[src/rtl/wb_pkg.sv]
// Shared definitions for the RV32 write-back stage.
//   - write-back source select encodings (wb_sel_e)
//   - load funct3 encodings
//   - queue entry layout (wb_entry_t) and the write-enable qualifier
package wb_pkg;

    localparam int WB_XLEN = 32;

    typedef enum logic [1:0] {
        WB_ALU  = 2'b00,
        WB_MEM  = 2'b01,
        WB_PC4  = 2'b10,
        WB_NONE = 2'b11
    } wb_sel_e;

    localparam logic [2:0] F3_LB  = 3'b000;
    localparam logic [2:0] F3_LH  = 3'b001;
    localparam logic [2:0] F3_LW  = 3'b010;
    localparam logic [2:0] F3_LBU = 3'b100;
    localparam logic [2:0] F3_LHU = 3'b101;

    typedef struct packed {
        logic               we;
        logic [4:0]         rd;
        logic [WB_XLEN-1:0] data;
    } wb_entry_t;

    // An entry only writes when the instruction asks for it, the target is
    // not x0, and there is an actual result source.
    function automatic logic entry_write_enable(input logic       reg_write,
                                                input logic [4:0] rd,
                                                input logic [1:0] wb_sel);
        return reg_write && (rd != 5'd0) && (wb_sel != WB_NONE);
    endfunction

endpackage

[src/rtl/writeback_unit_load_extend.sv]
// Load data alignment and extension (purely combinational).
// Ports:
//   mem_data  - raw aligned load word
//   funct3    - load size / sign select
//   addr_lo   - load address bits [1:0], picks the byte / half lane
//   ext_data  - extended result; unknown funct3 values pass the full word
module load_extend
    import wb_pkg::*;
#(
    parameter int XLEN = 32
) (
    input  logic [XLEN-1:0] mem_data,
    input  logic [2:0]      funct3,
    input  logic [1:0]      addr_lo,
    output logic [XLEN-1:0] ext_data
);

    logic [7:0]  byte_s;
    logic [15:0] half_s;

    // Lane selection: byte by addr_lo, half by addr_lo[1].
    always_comb begin
        byte_s = 8'h00;
        case (addr_lo)
            2'b00:   byte_s = mem_data[7:0];
            2'b01:   byte_s = mem_data[15:8];
            2'b10:   byte_s = mem_data[23:16];
            2'b11:   byte_s = mem_data[31:24];
            default: byte_s = 8'h00;
        endcase
        if (addr_lo[1]) begin
            half_s = mem_data[31:16];
        end else begin
            half_s = mem_data[15:0];
        end
    end

    // Sign/zero extension by load type.
    always_comb begin
        ext_data = mem_data;
        case (funct3)
            F3_LB:   ext_data = {{(XLEN-8){byte_s[7]}}, byte_s};
            F3_LH:   ext_data = {{(XLEN-16){half_s[15]}}, half_s};
            F3_LW:   ext_data = mem_data;
            F3_LBU:  ext_data = {{(XLEN-8){1'b0}}, byte_s};
            F3_LHU:  ext_data = {{(XLEN-16){1'b0}}, half_s};
            default: ext_data = mem_data;
        endcase
    end

endmodule

[src/rtl/writeback_unit.sv]
// RV32 write-back stage: writer side of the register-file write port.
// Retiring results arrive on a valid/ready handshake, the final write value
// is formed at push time, and entries drain in order through a small ring
// into registered RegWrite/Rd/Write_data.
// Ports:
//   clk, rst                 - clock, asynchronous active-high reset
//   in_valid / in_ready      - push handshake (in_ready from registered count)
//   in_reg_write, in_rd,
//   in_wb_sel, in_alu_result,
//   in_mem_data, in_pc,
//   in_funct3, in_addr_lo    - retiring instruction fields
//   wb_stall                 - register-file port busy, holds the queue
//   chk_rs1/2, hazard_rs1/2  - decode pending-write lookup (combinational)
//   RegWrite, Rd, Write_data - register-file write port (registered)
//   retire_count             - number of popped entries, wrapping
module writeback_unit
    import wb_pkg::*;
#(
    parameter int XLEN  = 32,
    parameter int DEPTH = 2,
    parameter int CNT_W = 32
) (
    input  logic             clk,
    input  logic             rst,
    input  logic             in_valid,
    output logic             in_ready,
    input  logic             in_reg_write,
    input  logic [4:0]       in_rd,
    input  logic [1:0]       in_wb_sel,
    input  logic [XLEN-1:0]  in_alu_result,
    input  logic [XLEN-1:0]  in_mem_data,
    input  logic [XLEN-1:0]  in_pc,
    input  logic [2:0]       in_funct3,
    input  logic [1:0]       in_addr_lo,
    input  logic             wb_stall,
    input  logic [4:0]       chk_rs1,
    input  logic [4:0]       chk_rs2,
    output logic             hazard_rs1,
    output logic             hazard_rs2,
    output logic             RegWrite,
    output logic [4:0]       Rd,
    output logic [XLEN-1:0]  Write_data,
    output logic [CNT_W-1:0] retire_count
);

    localparam int PTR_W   = (DEPTH > 1) ? $clog2(DEPTH) : 1;
    localparam int CNT_Q_W = $clog2(DEPTH + 1);
    localparam logic [PTR_W-1:0]   LAST_PTR = PTR_W'(DEPTH - 1);
    localparam logic [CNT_Q_W-1:0] FULL_CNT = CNT_Q_W'(DEPTH);

    // Ring storage; valid bits make the hazard lookup independent of pointers.
    logic [XLEN-1:0]    data_q_r [DEPTH];
    logic [4:0]         rd_q_r   [DEPTH];
    logic [DEPTH-1:0]   we_q_r;
    logic [DEPTH-1:0]   valid_q_r;
    logic [PTR_W-1:0]   wr_ptr_r;
    logic [PTR_W-1:0]   rd_ptr_r;
    logic [CNT_Q_W-1:0] count_r;

    logic            push_s;
    logic            pop_s;
    logic            new_we_s;
    logic [XLEN-1:0] new_data_s;
    logic [XLEN-1:0] load_data_s;
    logic            haz1_s;
    logic            haz2_s;

    // Ring pointers wrap at DEPTH, which need not fill the pointer width.
    function automatic logic [PTR_W-1:0] next_ptr(input logic [PTR_W-1:0] p);
        return (p == LAST_PTR) ? {PTR_W{1'b0}} : p + PTR_W'(1);
    endfunction

    load_extend #(.XLEN(XLEN)) u_load_extend (
        .mem_data (in_mem_data),
        .funct3   (in_funct3),
        .addr_lo  (in_addr_lo),
        .ext_data (load_data_s)
    );

    // Ready depends only on the registered occupancy, never on wb_stall.
    assign in_ready = (count_r != FULL_CNT);
    assign push_s   = in_valid && in_ready;
    assign pop_s    = (count_r != {CNT_Q_W{1'b0}}) && !wb_stall;
    assign new_we_s = entry_write_enable(in_reg_write, in_rd, in_wb_sel);

    // Final write value is resolved at push so the drain path is a plain move.
    always_comb begin
        new_data_s = {XLEN{1'b0}};
        case (wb_sel_e'(in_wb_sel))
            WB_ALU:  new_data_s = in_alu_result;
            WB_MEM:  new_data_s = load_data_s;
            WB_PC4:  new_data_s = in_pc + XLEN'(32'd4);
            WB_NONE: new_data_s = {XLEN{1'b0}};
            default: new_data_s = {XLEN{1'b0}};
        endcase
    end

    // Payload storage; contents are qualified by valid_q_r, so no reset needed.
    always_ff @(posedge clk) begin
        if (push_s) begin
            data_q_r[wr_ptr_r] <= new_data_s;
            rd_q_r[wr_ptr_r]   <= in_rd;
        end
    end

    // Ring control: pointers, occupancy, per-slot valid and write-enable.
    // A push and a pop never target the same slot (push needs not-full,
    // pop needs not-empty), so the slot updates below cannot collide.
    always_ff @(posedge clk or posedge rst) begin
        if (rst) begin
            wr_ptr_r  <= {PTR_W{1'b0}};
            rd_ptr_r  <= {PTR_W{1'b0}};
            count_r   <= {CNT_Q_W{1'b0}};
            valid_q_r <= {DEPTH{1'b0}};
            we_q_r    <= {DEPTH{1'b0}};
        end else begin
            if (push_s) begin
                wr_ptr_r            <= next_ptr(wr_ptr_r);
                valid_q_r[wr_ptr_r] <= 1'b1;
                we_q_r[wr_ptr_r]    <= new_we_s;
            end
            if (pop_s) begin
                rd_ptr_r            <= next_ptr(rd_ptr_r);
                valid_q_r[rd_ptr_r] <= 1'b0;
            end
            case ({push_s, pop_s})
                2'b10:   count_r <= count_r + CNT_Q_W'(1);
                2'b01:   count_r <= count_r - CNT_Q_W'(1);
                default: count_r <= count_r;
            endcase
        end
    end

    // Register-file port: a pop loads the head, otherwise RegWrite drops and
    // Rd/Write_data keep their last value.
    always_ff @(posedge clk or posedge rst) begin
        if (rst) begin
            RegWrite     <= 1'b0;
            Rd           <= 5'd0;
            Write_data   <= {XLEN{1'b0}};
            retire_count <= {CNT_W{1'b0}};
        end else if (pop_s) begin
            RegWrite     <= we_q_r[rd_ptr_r];
            Rd           <= rd_q_r[rd_ptr_r];
            Write_data   <= data_q_r[rd_ptr_r];
            retire_count <= retire_count + CNT_W'(1);
        end else begin
            RegWrite     <= 1'b0;
        end
    end

    // Pending-write lookup: any queued writing entry or the write in flight.
    always_comb begin
        haz1_s = RegWrite && (Rd == chk_rs1);
        haz2_s = RegWrite && (Rd == chk_rs2);
        for (int i = 0; i < DEPTH; i++) begin
            haz1_s = haz1_s | (valid_q_r[i] && we_q_r[i] && (rd_q_r[i] == chk_rs1));
            haz2_s = haz2_s | (valid_q_r[i] && we_q_r[i] && (rd_q_r[i] == chk_rs2));
        end
    end

    assign hazard_rs1 = (chk_rs1 != 5'd0) && haz1_s;
    assign hazard_rs2 = (chk_rs2 != 5'd0) && haz2_s;

endmodule
[config.mk]
export PLATFORM = sky130hd
export DESIGN_NAME = writeback_unit
export DESIGN_NICKNAME = d
export VERILOG_FILES = /design/src/rtl/wb_pkg.sv /design/src/rtl/writeback_unit_load_extend.sv /design/src/rtl/writeback_unit.sv
export SDC_FILE = /design/constraint.sdc
export NUM_CORES = 1
export LEC_CHECK = 0
export CORE_AREA = 2 2 109 190
export CTS_CLUSTER_DIAMETER = 40
export DETAILED_ROUTE_END_ITERATION = 10
export DIE_AREA = 0 0 111 192
export PLACE_DENSITY_LB_ADDON = 0.3
export REMOVE_ABC_BUFFERS = 1
export SYNTH_ARGS = -nofsm -noshare
export SYNTH_HDL_FRONTEND = slang
export SYNTH_SLANG_ARGS = --single-unit
[constraint.sdc]
create_clock -name clk -period 7.2 [get_ports clk]
set_input_delay 1.44 -clock clk [delete_from_list [all_inputs] [get_ports clk]]
set_output_delay 1.44 -clock clk [all_outputs]
set_load 0.02 [all_outputs]
==> results of run 1 <==
placed cells by master, fill, tap and decap left out, types with 4 or more instances in the layout:
| cell | synthesis | layout |
|---|---|---|
| and4_1 | 5 | 5 |
| xor2_1 | 44 | 44 |
| nand2_1 | 88 | 88 |
| o21ai_0 | 68 | 68 |
| o211ai_1 | 12 | 12 |
| nor3_1 | 13 | 13 |
| mux2_2 | 4 | 4 |
| a22oi_1 | 5 | 5 |
| nor2_1 | 42 | 40 |
| nand4_1 | 16 | 16 |
| edfxtp_1 | 74 | 74 |
| clkbuf_16 | 0 | 17 |
| a31oi_1 | 7 | 7 |
| and3_1 | 10 | 10 |
| a21oi_1 | 12 | 12 |
| mux2i_1 | 43 | 43 |
| o22ai_1 | 5 | 5 |
| nand3_1 | 24 | 24 |
| dfrtp_1 | 78 | 77 |
| xnor2_1 | 48 | 48 |
| o221ai_1 | 7 | 7 |
| buf_4 | 0 | 5 |
| clkdlybuf4s50_1 | 0 | 195 |
| inv_1 | 23 | 22 |
| nor4_1 | 10 | 10 |
| o32ai_1 | 4 | 4 |
state kept, by name (all words and copies together) (netlist names):
register      cells
data_q_r         64
valid_q_r         2
we_q_r            2
Rd                5
wr_ptr_r          1
Write_data       32
rd_ptr_r          1
count_r           2
rd_q_r           10
RegWrite          1
retire_count     32
Yosys cell counts (2+ instances only):
cell       n
nand2_1   88
nor3_1    13
dfrtp_1   78
a221oi_1   2
xnor2_1   48
o21a_1     2
o22ai_1    5
buf_2      6
nand4_1   16
ha_1       3
clkbuf_1  28
edfxtp_1  74
o221ai_1   7
mux2_2     4
nand4_2    2
and2_1     2
a21boi_0   2
xor2_1    44
a22oi_1    5
and3_1    10
inv_1     23
nor2_1    42
a32oi_1    2
a31oi_1    7
a21oi_1   12
a211oi_1   3
and4_1     5
nor3_2     2
mux2i_1   43
nand2b_1   3
nor4_1    10
o211ai_1  12
nor2b_1    2
a22o_1     2
o32ai_1    4
nand3_1   24
o21ai_0   68
nand4_4    2
metrics by stage:
stage	area, µm²	utilization [%]
2_1_floorplan	7630	-
6_report	10500	53.6
3_5_place_dp	9950	50.6
5_1_grt	10500	53.6
4_1_cts	10500	53.6
3_3_place_gp	9950	50.6
worst max path at each step:
stage	start	end	slack, ps	cells after the start
after global routing	chk_rs2[0]	hazard_rs2	2100	7
after detailed placement	chk_rs2[4]	hazard_rs2	2220	7
after global placement	chk_rs2[4]	hazard_rs2	2270	7
after CTS	chk_rs2[4]	hazard_rs2	2220	7
after floorplan	chk_rs1[2]	hazard_rs1	3320	5
final	chk_rs2[4]	hazard_rs2	2210	7
report_power, final:
group | switching [mW] | leakage [nW] | internal [mW]
combinational | 0.543 | 2.15 | 0.484
clock | 0.353 | 0.274 | 0.514
sequential | 0.200 | 1.68 | 1.18
total | 1.10 | 4.11 | 2.18
metal layers:
metal | up-vias | routed length (µm) | share of wire, % | global-route usage (%)
li1 | 2976 | - | - | -
met1 | 2939 | 7930 | 37 | 21.4
met2 | 218 | 11500 | 54 | 37.2
met3 | 47 | 957 | 4.5 | 3.38
met4 | 0 | 887 | 4.2 | 10.3
met5 | - | 0 | 0 | 0
cells by family after synthesis:
logic type | count (synthesis) | share of synthesized area, %
multiplexers | 48 | 6.40
adder cells (fa/ha/maj) | 3 | 0.483
XOR/XNOR | 92 | 10.4
AO/OA/AOI/OAI | 141 | 11.3
flip-flops | 152 | 53.7
AND/OR/NAND/NOR | 226 | 14.7
buffers and inverters | 61 | 3.06
layout make-up:
cell class                 instances  area [µm²]  share of cell area [%]
clock buffer                      19         433                    4.11
clock inverter                    13         145                    1.38
inverter                          25        95.1                   0.903
multi-input combinational        510        3380                    32.1
sequential                       152        4180                    39.7
tap                              245         307                    2.91
timing repair buffer             200        1990                    18.9
==> metrics.cfg, run 1 <==
[worst_setup_path]
path_delay_family=buffers and inverters
path_cells=clkdlybuf4s50_1 -> xor2_1 -> nor4_1 -> nand4_1 -> and3_1 -> a21oi_1 -> clkdlybuf4s50_1
required_ps=5760
critPathKind=in -> out
timing.rr.start=count_r[0]
crit_path_max_fanout=4
reg2reg_to=retire_count[9]
end_kind=primary output
slowest_stage=clkdlybuf4s50_1
critPathMaxStageDelay_ps=630
crit_path_start_kind=primary input
crit_arrival_ps=3550
path_buf_inv=2
r2r_slack_ps=4860
path_common_cell=clkdlybuf4s50_1
reg2reg_depth=7

[cells_and_area]
layout.nets=1032
fin_cells=1164
syn2layout_area_growth_pct=35.4
drive_above_1_share_pct=6.20
antenna_cells=0
fillers=1720

[yosys]
syn_area_um2=7780
syn_area_per_cell_um2=10.8
synth_edf_count=74
synth_seq_area_share_pct=53.7
synth_top_cell_area_share_pct=28.6
synth_area_leaders=edfxtp_1, dfrtp_1, mux2i_1
synth_top_cell_by_area=edfxtp_1
synth-async-reset-ratio_pct=51.3
syn_inst=723
synth.distinct_cells=56
ys.flop_type=dfrtp_1
yosys_warnings=0
ys_ff_latch=152

[cts]
cts-resized-gates=0
path_clk_slew_ps=60
postCtsHoldBufs=0
cts_buffers=17
h-tree-depth=4
cts_buffer_depth=2
post_cts_buffers=0
numClockSinks=152
cts_tree=done
clock_latency_ps=410
cts-root-buf=clkbuf_16

[timing]
fin_skew_ps=9.04
relSlewSlack_pct=27.8
layout_min_cycle_time_ps=4990
hold_viol_final=0
fmax_ghz=0.201
slew_violations=0
finalSetupTns_ps=0
worstMarginPinSlew_ps=1080
worst_slack_ps=2210
rsz0062_at_grt=no
final-setup-viol-count=0
holdWs_ps=464
fin_crit_sh_pct=69.3

[hold_path]
hold_path_end=retire_count[31]
hp-class=reg -> reg
worstHoldStart=retire_count[31]
worstHoldPathCells=1

[power_and_ir_drop]
p_per_area_nw_per_um2=311
p_leak_nw=4.11
power_mw=3.28
ir_drop_v=0.000208

[job]
maxCapViolCount=0

[floorplanning]
die_h_um=192
die_x_um=111
initial_utilization_pct=39.6
num_rows=68
ios=196
dieArea_um2=21300
core_um2=19700

[placement]
portBuffers=195
pre_cts_ws_ps=2220
post-dp-hpwl_mm=16.5
place_congestion=0.900
dp_cells=1132

[status]
status=finished, final reports clean

[grt]
grt_pass1_wl_mm=32.9
antenna_found_initial=0
grt_remaining_overflow=0
grt_usage_pct=19.9
grt_pass1_vias=6298
grt_max_degree=81

[route]
dr.pass1.iters=4
vias_per_cell=5.31
drc=0
drtIter0Drc=344
wl_per_cell_um=18.3
vias=6180
drt_wl_total_mm=21.3
ant_nets=0

(Power assumes the default switching activity.)
==> run 2, diff against run 1 <==
Clock period 7.2 ns to 4.7 ns, I/O delays scaled along.
==> run 2 against run 1 <==
Core utilization rose by 0.46 points. Combinational power is 53% higher. Power is 57% higher.
==> metrics.cfg, run 2 (synthesized netlist as in run 1, its figures left out) <==
[placement]
pre_cts_ws_ps=748  ; was 2220 ps
place_congestion=0.876  ; was 0.900
post-dp-hpwl_mm=16.5  ; about the same
portBuffers=195  ; unchanged

[timing]
layout_min_cycle_time_ps=3930
holdWs_ps=469  ; was 464 ps
worst_slack_ps=765  ; was 2210 ps
slew_violations=0  ; unchanged
final-setup-viol-count=0  ; unchanged
rsz0062_at_grt=no  ; unchanged
relSlewSlack_pct=34.3  ; was 27.8%
fin_crit_sh_pct=83.7
finalSetupTns_ps=0  ; unchanged
worstMarginPinSlew_ps=983  ; was 1080 ps
fmax_ghz=0.254
hold_viol_final=0  ; unchanged
fin_skew_ps=6.85  ; was 9.04 ps

[power_and_ir_drop]
seq_power_share_pct=41.1  ; was 42.2%
p_int_mw=3.47  ; was 2.18 mW
p_leak_nw=4.16  ; was 4.11 nW
power_mw=5.15  ; was 3.28 mW
p_per_area_nw_per_um2=485  ; was 311 nW/µm²
p_comb_share_pct=30.7  ; was 31.4%
p_switching_mw=1.69  ; was 1.10 mW
switching_share_pct=32.7  ; was 33.5%
pwr-share-clk_pct=28.2  ; was 26.5%
ir_drop_v=0.000384  ; was 0.000208 V

[route]
dr.pass1.iters=4  ; unchanged
vias=6186  ; was 6180
ant_nets=0  ; unchanged
drtIter0Drc=325  ; was 344
drt_wl_total_mm=21.3  ; about the same
vias_per_cell=5.29  ; was 5.31
drc=0  ; unchanged
wl_per_cell_um=18.2  ; was 18.3 µm

[worst_setup_path]
crit_path_max_fanout=4  ; unchanged
crit_path_start_kind=primary input  ; unchanged
cp.depth=7  ; unchanged
slowest_stage=clkdlybuf4s50_1  ; unchanged
crit_end=hazard_rs1  ; was hazard_rs2
critPathKind=in -> out  ; unchanged
crit_arrival_ps=2990  ; was 3550 ps
worstSetupStartpoint=chk_rs1[2]  ; was chk_rs2[4]
timing.rr.start=count_r[0]  ; unchanged
critPathMaxStageDelay_ps=610  ; was 630 ps
path_buf_inv=2  ; unchanged
required_ps=3760  ; was 5760 ps
r2r_slack_ps=2530  ; was 4860 ps
reg2reg_to=data_q_r[0][18]  ; was retire_count[9]
path_delay_family=buffers and inverters  ; unchanged
path_common_cell=clkdlybuf4s50_1  ; unchanged
reg2reg_depth=4  ; was 7
end_kind=primary output  ; unchanged
path_cells=clkdlybuf4s50_1 -> xor2_1 -> nor4_1 -> nand4_1 -> and3_1 -> a21oi_1 -> clkdlybuf4s50_1  ; unchanged

[grt]
grt_remaining_overflow=0  ; unchanged
grt_usage_pct=20.3  ; was 19.9%
grt_pass1_wl_mm=33.7  ; was 32.9 mm
grt_max_degree=80  ; was 81
grt_pass1_vias=6414  ; was 6298
antenna_found_initial=0  ; unchanged

[status]
status=finished, final reports clean  ; unchanged

[floorplanning]
initial_utilization_pct=39.6  ; unchanged
num_rows=68  ; unchanged
dieArea_um2=21300  ; unchanged
die_h_um=192  ; unchanged
core_um2=19700  ; unchanged
ios=196  ; unchanged
die_x_um=111  ; unchanged

[cells_and_area]
largestRegisters=data_q_r: 64 flops, Write_data: 32 flops, retire_count: 32 flops  ; unchanged
largest_reg_flops=64  ; unchanged
syn2layout_area_growth_pct=36.5  ; was 35.4%
fillers=1724  ; was 1720
layout.nets=1037  ; was 1032
antenna_cells=0  ; unchanged
top_register=data_q_r  ; unchanged
final_common_cell=clkdlybuf4s50_1  ; unchanged
layout_common_cells=clkdlybuf4s50_1, nand2_1, dfrtp_1, edfxtp_1, o21ai_0  ; unchanged
drive_above_1_share_pct=6.60  ; was 6.20%

[hold_path]
worstHoldPathCells=1  ; unchanged
hp-class=reg -> reg  ; unchanged

[job]
maxCapViolCount=0  ; unchanged

[cts]
cts_buffers=17  ; unchanged
postCtsHoldBufs=0  ; unchanged
h-tree-depth=4  ; unchanged
cts-root-buf=clkbuf_16  ; unchanged
post_cts_buffers=0  ; unchanged
cts-resized-gates=0  ; unchanged
cts_tree=done  ; unchanged
clock_latency_ps=410  ; about the same
cts_buffer_depth=2  ; unchanged
numClockSinks=152  ; unchanged
path_clk_slew_ps=60  ; about the same

==> run 2: changes by cell type in the layout (fill, tap and decap cells not counted), moves of 2 or more <==
cell       change
buf_4          +5
clkinv_4       -3
clkinv_2       -2
bufinv_16      +2
inv_6          +2
==> run 2: metrics by stage <==
stage | instance area, µm² | util (%) | cells
global placement | 9980 | 50.8 | 1137
global route | 10600 | 54.0 | 1169
floorplan | 7630 | - | 687
detailed placement | 9980 | 50.8 | 1137
CTS | 10600 | 54.0 | 1169
finish | 10600 | 54.0 | 1169
==> run 2: how the worst min path moves through the flow <==
stage,from,end,slack (ps)
2_1_floorplan,count_r[1],count_r[1],480
3_3_place_gp,retire_count[31],retire_count[31],460
4_1_cts,retire_count[31],retire_count[31],470
5_1_grt,retire_count[31],retire_count[31],490
3_5_place_dp,retire_count[31],retire_count[31],470
6_report,retire_count[31],retire_count[31],470
==> run 2: cell type report <==
| cell class | count | area (µm²) | area share [%] |
|---|---|---|---|
| clock buffer | 19 | 443 | 4.17 |
| clock inverter | 13 | 190 | 1.79 |
| inverter | 25 | 95.1 | 0.896 |
| multi-input combinational | 510 | 3380 | 31.8 |
| sequential | 152 | 4180 | 39.3 |
| tap | 245 | 307 | 2.89 |
| timing repair buffer | 205 | 2030 | 19.1 |
==> run 2: per-layer routing <==
| layer | GRT usage (%) | share of wire, % |
|---|---|---|
| met3 | 3.16 | 3.9 |
| met5 | 0 | 0 |
| met4 | 10.3 | 3.3 |
| met1 | 21.5 | 37 |
| met2 | 38.5 | 56 |
==> run 2: power groups by stage <==
stage,Clock [mW],Combinational [mW],Sequential (mW)
after global placement,0,1.59,2.14
final,1.45,1.58,2.12
after global routing,1.54,1.72,2.17
after detailed placement,0,1.60,2.15
after floorplan,0,0.631,2.32
after CTS,1.48,1.61,2.12
==> run 3, diff against run 2 <==
Clock period 4.7 ns to 3.9 ns, I/O delays scaled along.
==> run 3 against run 2 <==
Sequential power rose by 22%. Register-to-register slack got worse by 550 ps. Count of clock-buffer cells in the layout up 3. Global-route usage is 0.57 points higher. Critical endpoint is now hazard_rs2. Die area unchanged. Critical path depth unchanged. Final cell count grew 0.51%. Combinational power grew 20%. Flip-flop and latch count is the same.
==> metrics.cfg, run 3 (synthesized netlist as in run 1, its figures left out) <==
[cells_and_area]
antenna_cells=0  ; unchanged
drive_above_1_share_pct=7.20  ; was 6.60%
fillers=1729  ; was 1724
layout.nets=1043  ; was 1037
finalInstanceArea_um2=10600  ; unchanged
final_common_cell=clkdlybuf4s50_1  ; unchanged
largestRegisters=data_q_r: 64 flops, Write_data: 32 flops, retire_count: 32 flops  ; unchanged
largest_reg_flops=64  ; unchanged
top_register=data_q_r  ; unchanged
final-seq-area_um2=4180  ; unchanged
layout_common_cells=clkdlybuf4s50_1, nand2_1, dfrtp_1, edfxtp_1, o21ai_0  ; unchanged
multi_input_area_um2=3380  ; unchanged
syn2layout_area_growth_pct=36.5  ; unchanged

[worst_setup_path]
crit_arrival_ps=2870  ; was 2990 ps
critPathMaxStageDelay_ps=630  ; was 610 ps
slowest_stage=clkdlybuf4s50_1  ; unchanged
crit_path_start_kind=primary input  ; unchanged
crit_path_max_fanout=4  ; unchanged
required_ps=3120  ; was 3760 ps
end_kind=primary output  ; unchanged
critPathKind=in -> out  ; unchanged
path_common_cell=clkdlybuf4s50_1  ; unchanged
path_cells=clkdlybuf4s50_1 -> xor2_1 -> nor4_1 -> nand4_1 -> and3_1 -> a21oi_1 -> clkdlybuf4s50_1  ; unchanged
reg2reg_depth=3  ; was 4

[status]
status=finished, final reports clean  ; unchanged

[timing]
layout_min_cycle_time_ps=3650
worstMarginPinSlew_ps=981  ; was 983 ps
rsz0062_at_grt=no  ; unchanged
final-setup-viol-count=0  ; unchanged
fin_crit_sh_pct=93.6
relSlewSlack_pct=34.6  ; was 34.3%
finalSetupTns_ps=0  ; unchanged
fmax_ghz=0.274
hold_viol_final=0  ; unchanged
fin_skew_ps=9.22  ; was 6.85 ps
slew_violations=0  ; unchanged
worst_slack_ps=250  ; was 765 ps

[placement]
portBuffers=195  ; unchanged
place_congestion=0.894  ; was 0.876
post-dp-hpwl_mm=16.8  ; was 16.5 mm
placed_cell_area_um2=10000  ; was 9980 µm²
pre_cts_ws_ps=239  ; was 748 ps

[cts]
cts_buffers=17  ; unchanged
cts_tree=done  ; unchanged
clock_latency_ps=420  ; was 410 ps
cts-resized-gates=0  ; unchanged
postCtsHoldBufs=0  ; unchanged
cts-root-buf=clkbuf_16  ; unchanged
path_clk_slew_ps=50  ; was 60 ps
cts_buffer_depth=2  ; unchanged
h-tree-depth=4  ; unchanged
numClockSinks=152  ; unchanged
post_cts_buffers=0  ; unchanged

[route]
ant_nets=0  ; unchanged
vias_per_cell=5.29  ; about the same
drt_wl_total_mm=21.8  ; was 21.3 mm
vias=6219  ; was 6186
wl_per_cell_um=18.6  ; was 18.2 µm
drtIter0Drc=379  ; was 325
dr.pass1.iters=4  ; unchanged
drc=0  ; unchanged

[grt]
grt_max_degree=80  ; unchanged
antenna_found_initial=0  ; unchanged
grt_usage_pct=20.8  ; was 20.3%
grt_remaining_overflow=0  ; unchanged
grt_pass1_wl_mm=34.4  ; was 33.7 mm
grt_pass1_vias=6320  ; was 6414

[hold_path]
worstHoldPathCells=2  ; was 1
hp-class=reg -> reg  ; unchanged

[power_and_ir_drop]
p_per_area_nw_per_um2=570  ; was 485 nW/µm²
power_mw=6.05  ; was 5.15 mW
p_leak_nw=4.19  ; was 4.16 nW
ir_drop_v=0.000329  ; was 0.000384 V

[floorplanning]
core_um2=19700  ; unchanged
ios=196  ; unchanged
dieArea_um2=21300  ; unchanged
die_x_um=111  ; unchanged
die_h_um=192  ; unchanged
initial_utilization_pct=39.6  ; unchanged
num_rows=68  ; unchanged

[job]
maxCapViolCount=0  ; unchanged

-- run 3: cell types whose count changed in the layout (fill, tap and decap cells not counted) --
cell | before | now
buf_12 | 0 | 1
buf_4 | 10 | 15
bufinv_16 | 4 | 0
clkbuf_1 | 1 | 2
clkbuf_16 | 17 | 19
clkinv_1 | 2 | 1
clkinv_2 | 1 | 2
clkinv_4 | 0 | 3
clkinvlp_4 | 3 | 0
inv_4 | 0 | 3
inv_6 | 5 | 2
inv_8 | 0 | 1
-- run 3: where the power goes --
part	switching, mW	internal (mW)	leakage (nW)
Combinational	0.984	0.907	2.21
Clock	0.658	0.919	0.288
Sequential	0.395	2.18	1.68
Total	2.04	4.01	4.19
-- run 3: final timing paths --
check	start	end	slack, ps
min in group asynchronous	rst	retire_count[9]	760
setup / recovery	chk_rs2[2]	hazard_rs2	250
hold / removal	Write_data[18]	Write_data[18]	480
max in group asynchronous	rst	rd_ptr_r	2760
setup reg to reg	rd_ptr_r	Write_data[22]	1980
hold reg to reg	Write_data[18]	Write_data[18]	480
-- run 3: critical path, delay by kind of cell --
| family | cells | cell delay, ps |
|---|---|---|
| xor+xnor | 1 | 190 |
| simple gates | 3 | 630 |
| compound gates | 1 | 120 |
| buf+inv | 2 | 1150 |
-- run 3: area by class of cell --
class,count,area share [%]
sequential,152,39.3
clock inverter,10,0.742
tap,245,2.89
inverter,25,0.896
multi-input combinational,510,31.8
timing repair buffer,211,19.6
clock buffer,22,4.68
-- run 3: metrics by stage --
step / hold slack [ps] / cells / util (%)
floorplan: 483 / 687 / -
global placement: 457 / 1143 / 51.1
detailed placement: 470 / 1143 / 51.1
CTS: 484 / 1175 / 54.0
global route: 504 / 1175 / 54.0
finish: 476 / 1175 / 54.0
-- run 3: per-layer routing --
metal | vias to the layer above | wire, µm | global-route usage (%)
met5 | - | 0 | 0
met4 | 0 | 746 | 8.89
met3 | 36 | 1030 | 3.47
met2 | 234 | 12100 | 39.5
met1 | 2947 | 7990 | 22.7
li1 | 3002 | - | -
